File: config.mk
export PLATFORM = sky130hd
export DESIGN_NAME = instr_fetch_stage
export DESIGN_NICKNAME = d
export VERILOG_FILES = /design/src/rtl/instr_fetch_stage.sv
export SDC_FILE = /design/constraint.sdc
export NUM_CORES = 1
export LEC_CHECK = 0
export ABC_CLOCK_PERIOD_IN_PS = 15600
export BUFFER_PORTS_ARGS = -buffer_cell sky130_fd_sc_hd__buf_2
export CAP_MARGIN = 30
export CORE_UTILIZATION = 45
export CTS_BUF_LIST = sky130_fd_sc_hd__clkbuf_8
export DETAILED_ROUTE_END_ITERATION = 6
export GPL_ROUTABILITY_DRIVEN = 1
export PLACE_DENSITY = 0.7
export SLEW_MARGIN = 20
export SYNTH_ARGS = -nofsm -noshare
export SYNTH_HDL_FRONTEND = slang
export SYNTH_SLANG_ARGS = --single-unit
File: constraint.sdc
create_clock -name CLK -period 15.6 [get_ports CLK]
set_input_delay 3.12 -clock CLK [delete_from_list [all_inputs] [get_ports CLK]]
set_output_delay 3.12 -clock CLK [all_outputs]
set_load 0.01 [all_outputs]
File: src/rtl/instr_fetch_stage.sv
// Instruction fetch stage: drives single-outstanding reads to instruction memory
// and presents the word as decoded fields in a registered IF/ID stage, with a one-entry skid buffer.
module instr_fetch_stage #(
  parameter logic [31:0] RESET_PC = 32'h0000_0000
) (
  input  logic        CLK,
  input  logic        Reset,
  output logic        imem_req,
  output logic [31:0] imem_addr,
  input  logic        imem_ack,
  input  logic [31:0] imem_data,
  input  logic        stall,
  input  logic        flush,
  input  logic [31:0] flush_target,
  output logic        inst_valid,
  output logic [31:0] pc_out,
  output logic [5:0]  opCode,
  output logic [5:0]  funct,
  output logic [4:0]  rs,
  output logic [4:0]  rt,
  output logic [4:0]  rd,
  output logic [31:0] imm32,
  output logic [1:0]  fsmState
);

  localparam logic [1:0] IDLE  = 2'd0;
  localparam logic [1:0] FETCH = 2'd1;
  localparam logic [1:0] HOLD  = 2'd2;

  logic [1:0]  state;
  logic [31:0] pc;
  logic [31:0] instrReg;
  logic [31:0] pcOutReg;
  logic        instValidReg;
  logic [31:0] skidData;
  logic [31:0] skidPc;
  logic        skidValid;

  // Memory handshake: imem_req stays high with imem_addr stable until the cycle
  // imem_ack=1 returns imem_data; that edge completes the request. Never more than one open.
  assign imem_req  = (state == FETCH);
  assign imem_addr = pc;
  assign fsmState  = state;

  always_ff @(posedge CLK or posedge Reset) begin
    if (Reset) begin
      state        <= IDLE;
      pc           <= {RESET_PC[31:2], 2'b00};
      instrReg     <= 32'h0;
      pcOutReg     <= 32'h0;
      instValidReg <= 1'b0;
      skidData     <= 32'h0;
      skidPc       <= 32'h0;
      skidValid    <= 1'b0;
    end else if (flush) begin
      // Redirect wins over everything, including an ack landing this cycle.
      state        <= FETCH;
      pc           <= {flush_target[31:2], 2'b00};
      instValidReg <= 1'b0;
      skidValid    <= 1'b0;
    end else begin
      case (state)
        IDLE: state <= FETCH;
        FETCH: begin
          if (imem_ack && !stall) begin
            instrReg     <= imem_data;
            pcOutReg     <= pc;
            instValidReg <= 1'b1;
            pc           <= pc + 32'd4;
          end else if (imem_ack && stall) begin
            skidData  <= imem_data;
            skidPc    <= pc;
            skidValid <= 1'b1;
            pc        <= pc + 32'd4;
            state     <= HOLD;
          end else if (!stall) begin
            instValidReg <= 1'b0;
          end
        end
        HOLD: begin
          if (!stall) begin
            instrReg     <= skidData;
            pcOutReg     <= skidPc;
            instValidReg <= skidValid;
            skidValid    <= 1'b0;
            state        <= FETCH;
          end
        end
        default: state <= IDLE;
      endcase
    end
  end

  assign inst_valid = instValidReg;
  assign pc_out     = pcOutReg;
  assign opCode     = instrReg[31:26];
  assign rs         = instrReg[25:21];
  assign rt         = instrReg[20:16];
  assign rd         = instrReg[15:11];
  assign funct      = instrReg[5:0];
  assign imm32      = {{16{instrReg[15]}}, instrReg[15:0]};

endmodule
==> metrics.md <==
| Metric | Value |
|---|---|
| Reg clk slew, reported paths | about 0.080 ns |
| Worst setup endpoint | skidData[27] |
| Synth Register Bits | 158 |
| Initial antenna violation count | 1 |
| Startpoint types | input port |
| Wire per inst | 15.4 um |
| # port buffers | roughly 190 |
| # diodes | 0 |
| First-pass detailed-route iteration total | 4 |
| Seq/Total Area, Yosys | 54.2% |
| DR iter-0 viols | about 200 |
| Cells on worst reg2reg path | 4 |
| Final-stage net count | approximately 880 |
| Drt total wl | about 16,000 um |
| GR Overflow Total | 0 |
| ANT nets after route | 0 |
| Fin crit period | around 5.3 ns |
| Max Root-Sink Buffers | 2 |
| Syn avg cell area | 11.0 um2 |
| Die ar. | 16,700 um2 |
| Clock power frac | 28.1% |
| Row cnt | 46 |
| First-pass GRT wire length | 25,500 um |
| Worst Tran Pin Value | roughly 0.93 ns |
| Placed Cells | 1,001 |
| Slew Limit Fails | 0 |
| Skew final | 0.0170 ns |
| Synth cell types | 40 |
| Via density | 5.19 |
| CTS tree | built |
| Detailed-placement wirelength estimate | 10,600 um |
| Peak VDD IR | 49.6 uV |
| Share of layout cells above drive strength 1 | 36.1% |
| P_int | 0.000748 W |
| Crit path capture type | flip-flop |
| Vias | between 5k and 6k |
| Reg2Reg Setup Slack | about 13 ns |
| Leak | approximately 4.4 nW |
| Mapped Cells | ~660 |
| Async SR Flop Fraction | 100% |
| Arr. time, crit path | ~5.7 ns |
| Reg2reg start | fsmState[1] |
| Post-CTS Setup Inserts | 0 |
| Comb pwr share | 20.5% |
| CTS resizes | 0 |
| Top post-synthesis cells by count | 158 x dfrtp_1, 88 x nand2_1, 80 x o21ai_0 |
| RSZ-0062 raised after global routing | no |
| Initial Util | 46.1% |
| Hold Crit Class | flip-flop to flip-flop |
| CTS Root Cell | clkbuf_8 |
| Crit path required time | about 16 ns |
| IO Count | 196 |
| Clock sinks | 158 |
| Final Hold Viols | 0 |
| Area grow syn2layout | 18.3% |
| Synth top area cells | dfrtp_1 54%, mux2_2 9.6%, mux2i_1 8.6% |
| Yosys warns | 0 |
| Die width | 129 um |
| Yosys top cell area share | 54.2% |
| Net switching power | roughly 0.00032 W |
| Fin crit share | 34.1% |
| Reg power frac | 51.4% |
| Num CTS Buffers | 17 |
| Mapped cell area | 7290 um2 |
| Setup TNS | 0 ns |
| Largest net degree at the start of global routing | 80 |
| Fmax | 0.188 GHz |
| Critical path class | input port to flip-flop |
| Cell taking the most area after synthesis | dfrtp_1 |
| Worst setup path startpoint | flush |
| Drt drc | 0 |
| Finish-stage setup viols | 0 |
| Hold Buf Count CTS | 0 |
| Worst rel slew slack | 37.6% |
| Net Sw Frac | 30.1% |
| Core area | 15,800 um2 |
| Cell with the most instances after synthesis | dfrtp_1 |
| Vias in the first global route | 4,953 |
| Worst-path fanout max | 37 |
| Total of max-cap violations | 0 |
| Htree depth | 4 |
| Pwr per Cell Area | between 100 and 150 nW/um2 |
| GRT Overall Usage | 20.0% |
| Die Height | 129 um |
| Post-synth EDFFs | 0 |
| Fin cells | 1,035 |
| Worst flop-to-flop path endpoint | skidData[27] |
| Status | finished, final reports clean |
| Clk_lat worst skew | 0.45 ns |
| Top_reg_cell synth | dfrtp_1 |
| Routability cong. | 0.754 |
[metal layers]
layer | routed length, um | GRT usage (%) | share of wire, %
met4 | 188 | 6.64 | 1.2
met3 | 1240 | 7.06 | 7.8
met2 | 7370 | 31.3 | 46
met5 | 11 | 0 | 0.069
met1 | 7130 | 25.8 | 45
[cells by family (layout without fill, tap and decap cells)]
| kind of cell | count (synthesis) | count (layout) | share of synthesized area [%] |
|---|---|---|---|
| buf+inv | 82 | 237 | 6.01 |
| simple gates | 167 | 167 | 11.1 |
| compound gates | 117 | 117 | 9.08 |
| other cells | 1 | 4 | 0.0514 |
| mux | 125 | 125 | 18.2 |
| xor+xnor | 10 | 10 | 1.20 |
| flops | 158 | 158 | 54.2 |
| fa+ha+maj | 1 | 1 | 0.172 |
[cell usage in the layout, fill, tap and decap left out, types with 9 or more instances in the layout]
cell type    n
mux2_2      62
dfrtp_1    158
o21ai_0     80
o31ai_1      9
nand4_1     10
nor2_1      21
mux2i_1     63
or4_1       10
clkbuf_8    18
nand2_1     88
buf_2      189
a31oi_1     15
nand3_1      9
[power by group through the flow]
| stage | sequential [W] | combinational, W | clock (W) |
|---|---|---|---|
| 5_1_grt | 0.000564 | 0.000247 | 0.000325 |
| 4_1_cts | 0.000552 | 0.000223 | 0.000310 |
| 2_1_floorplan | 0.000569 | 0.000133 | 0 |
| 6_report | 0.000551 | 0.000219 | 0.000300 |
| 3_3_place_gp | 0.000555 | 0.000216 | 0 |
| 3_5_place_dp | 0.000559 | 0.000223 | 0 |
[layout make-up]
cell class                 instances  area, um2
timing repair buffer             196       1040
tap                              216        270
inverter                           9       38.8
fill                            1419       7200
clock buffer                      18        248
clock inverter                    14        141
sequential                       158       3950
multi-input combinational        424       2940
[state kept, by name, indices dropped and copies added, names as in the netlist]
name        flops
imem_addr      30
inst_valid      1
skidData       32
instrReg       32
pc_out         30
fsmState        2
skidValid       1
skidPc         30
[stage by stage]
stage          power [W]  hold slack, ns  setup WS [ns]  area (um2)  util (%)
2_1_floorplan   0.000702           0.480           8.22        7300         -
3_3_place_gp    0.000771           0.456           9.23        8170      51.6
3_5_place_dp    0.000782           0.464           9.20        8210      51.9
4_1_cts          0.00108           0.482           9.69        8600      54.4
5_1_grt          0.00114           0.491          10.11        8620      54.5
6_report         0.00107           0.478          10.28        8620      54.5
[worst min path at each step]
stage	start	to	slack [ns]	depth (start not counted)
global placement	instrReg[26]	instrReg[26]	0.46	2
finish	instrReg[26]	instrReg[26]	0.48	2
floorplan	skidData[31]	skidData[31]	0.48	1
detailed placement	instrReg[26]	instrReg[26]	0.46	2
global route	instrReg[26]	instrReg[26]	0.49	2
CTS	instrReg[26]	instrReg[26]	0.48	2
[critical path, cell delays in order]
cell     delay, ns
buf_2         0.29
inv_1         0.33
nand2_1       0.16
nor2_4        0.73
buf_4         0.58
mux2_2        0.39
Note: power is estimated with default switching activity, not from simulation.
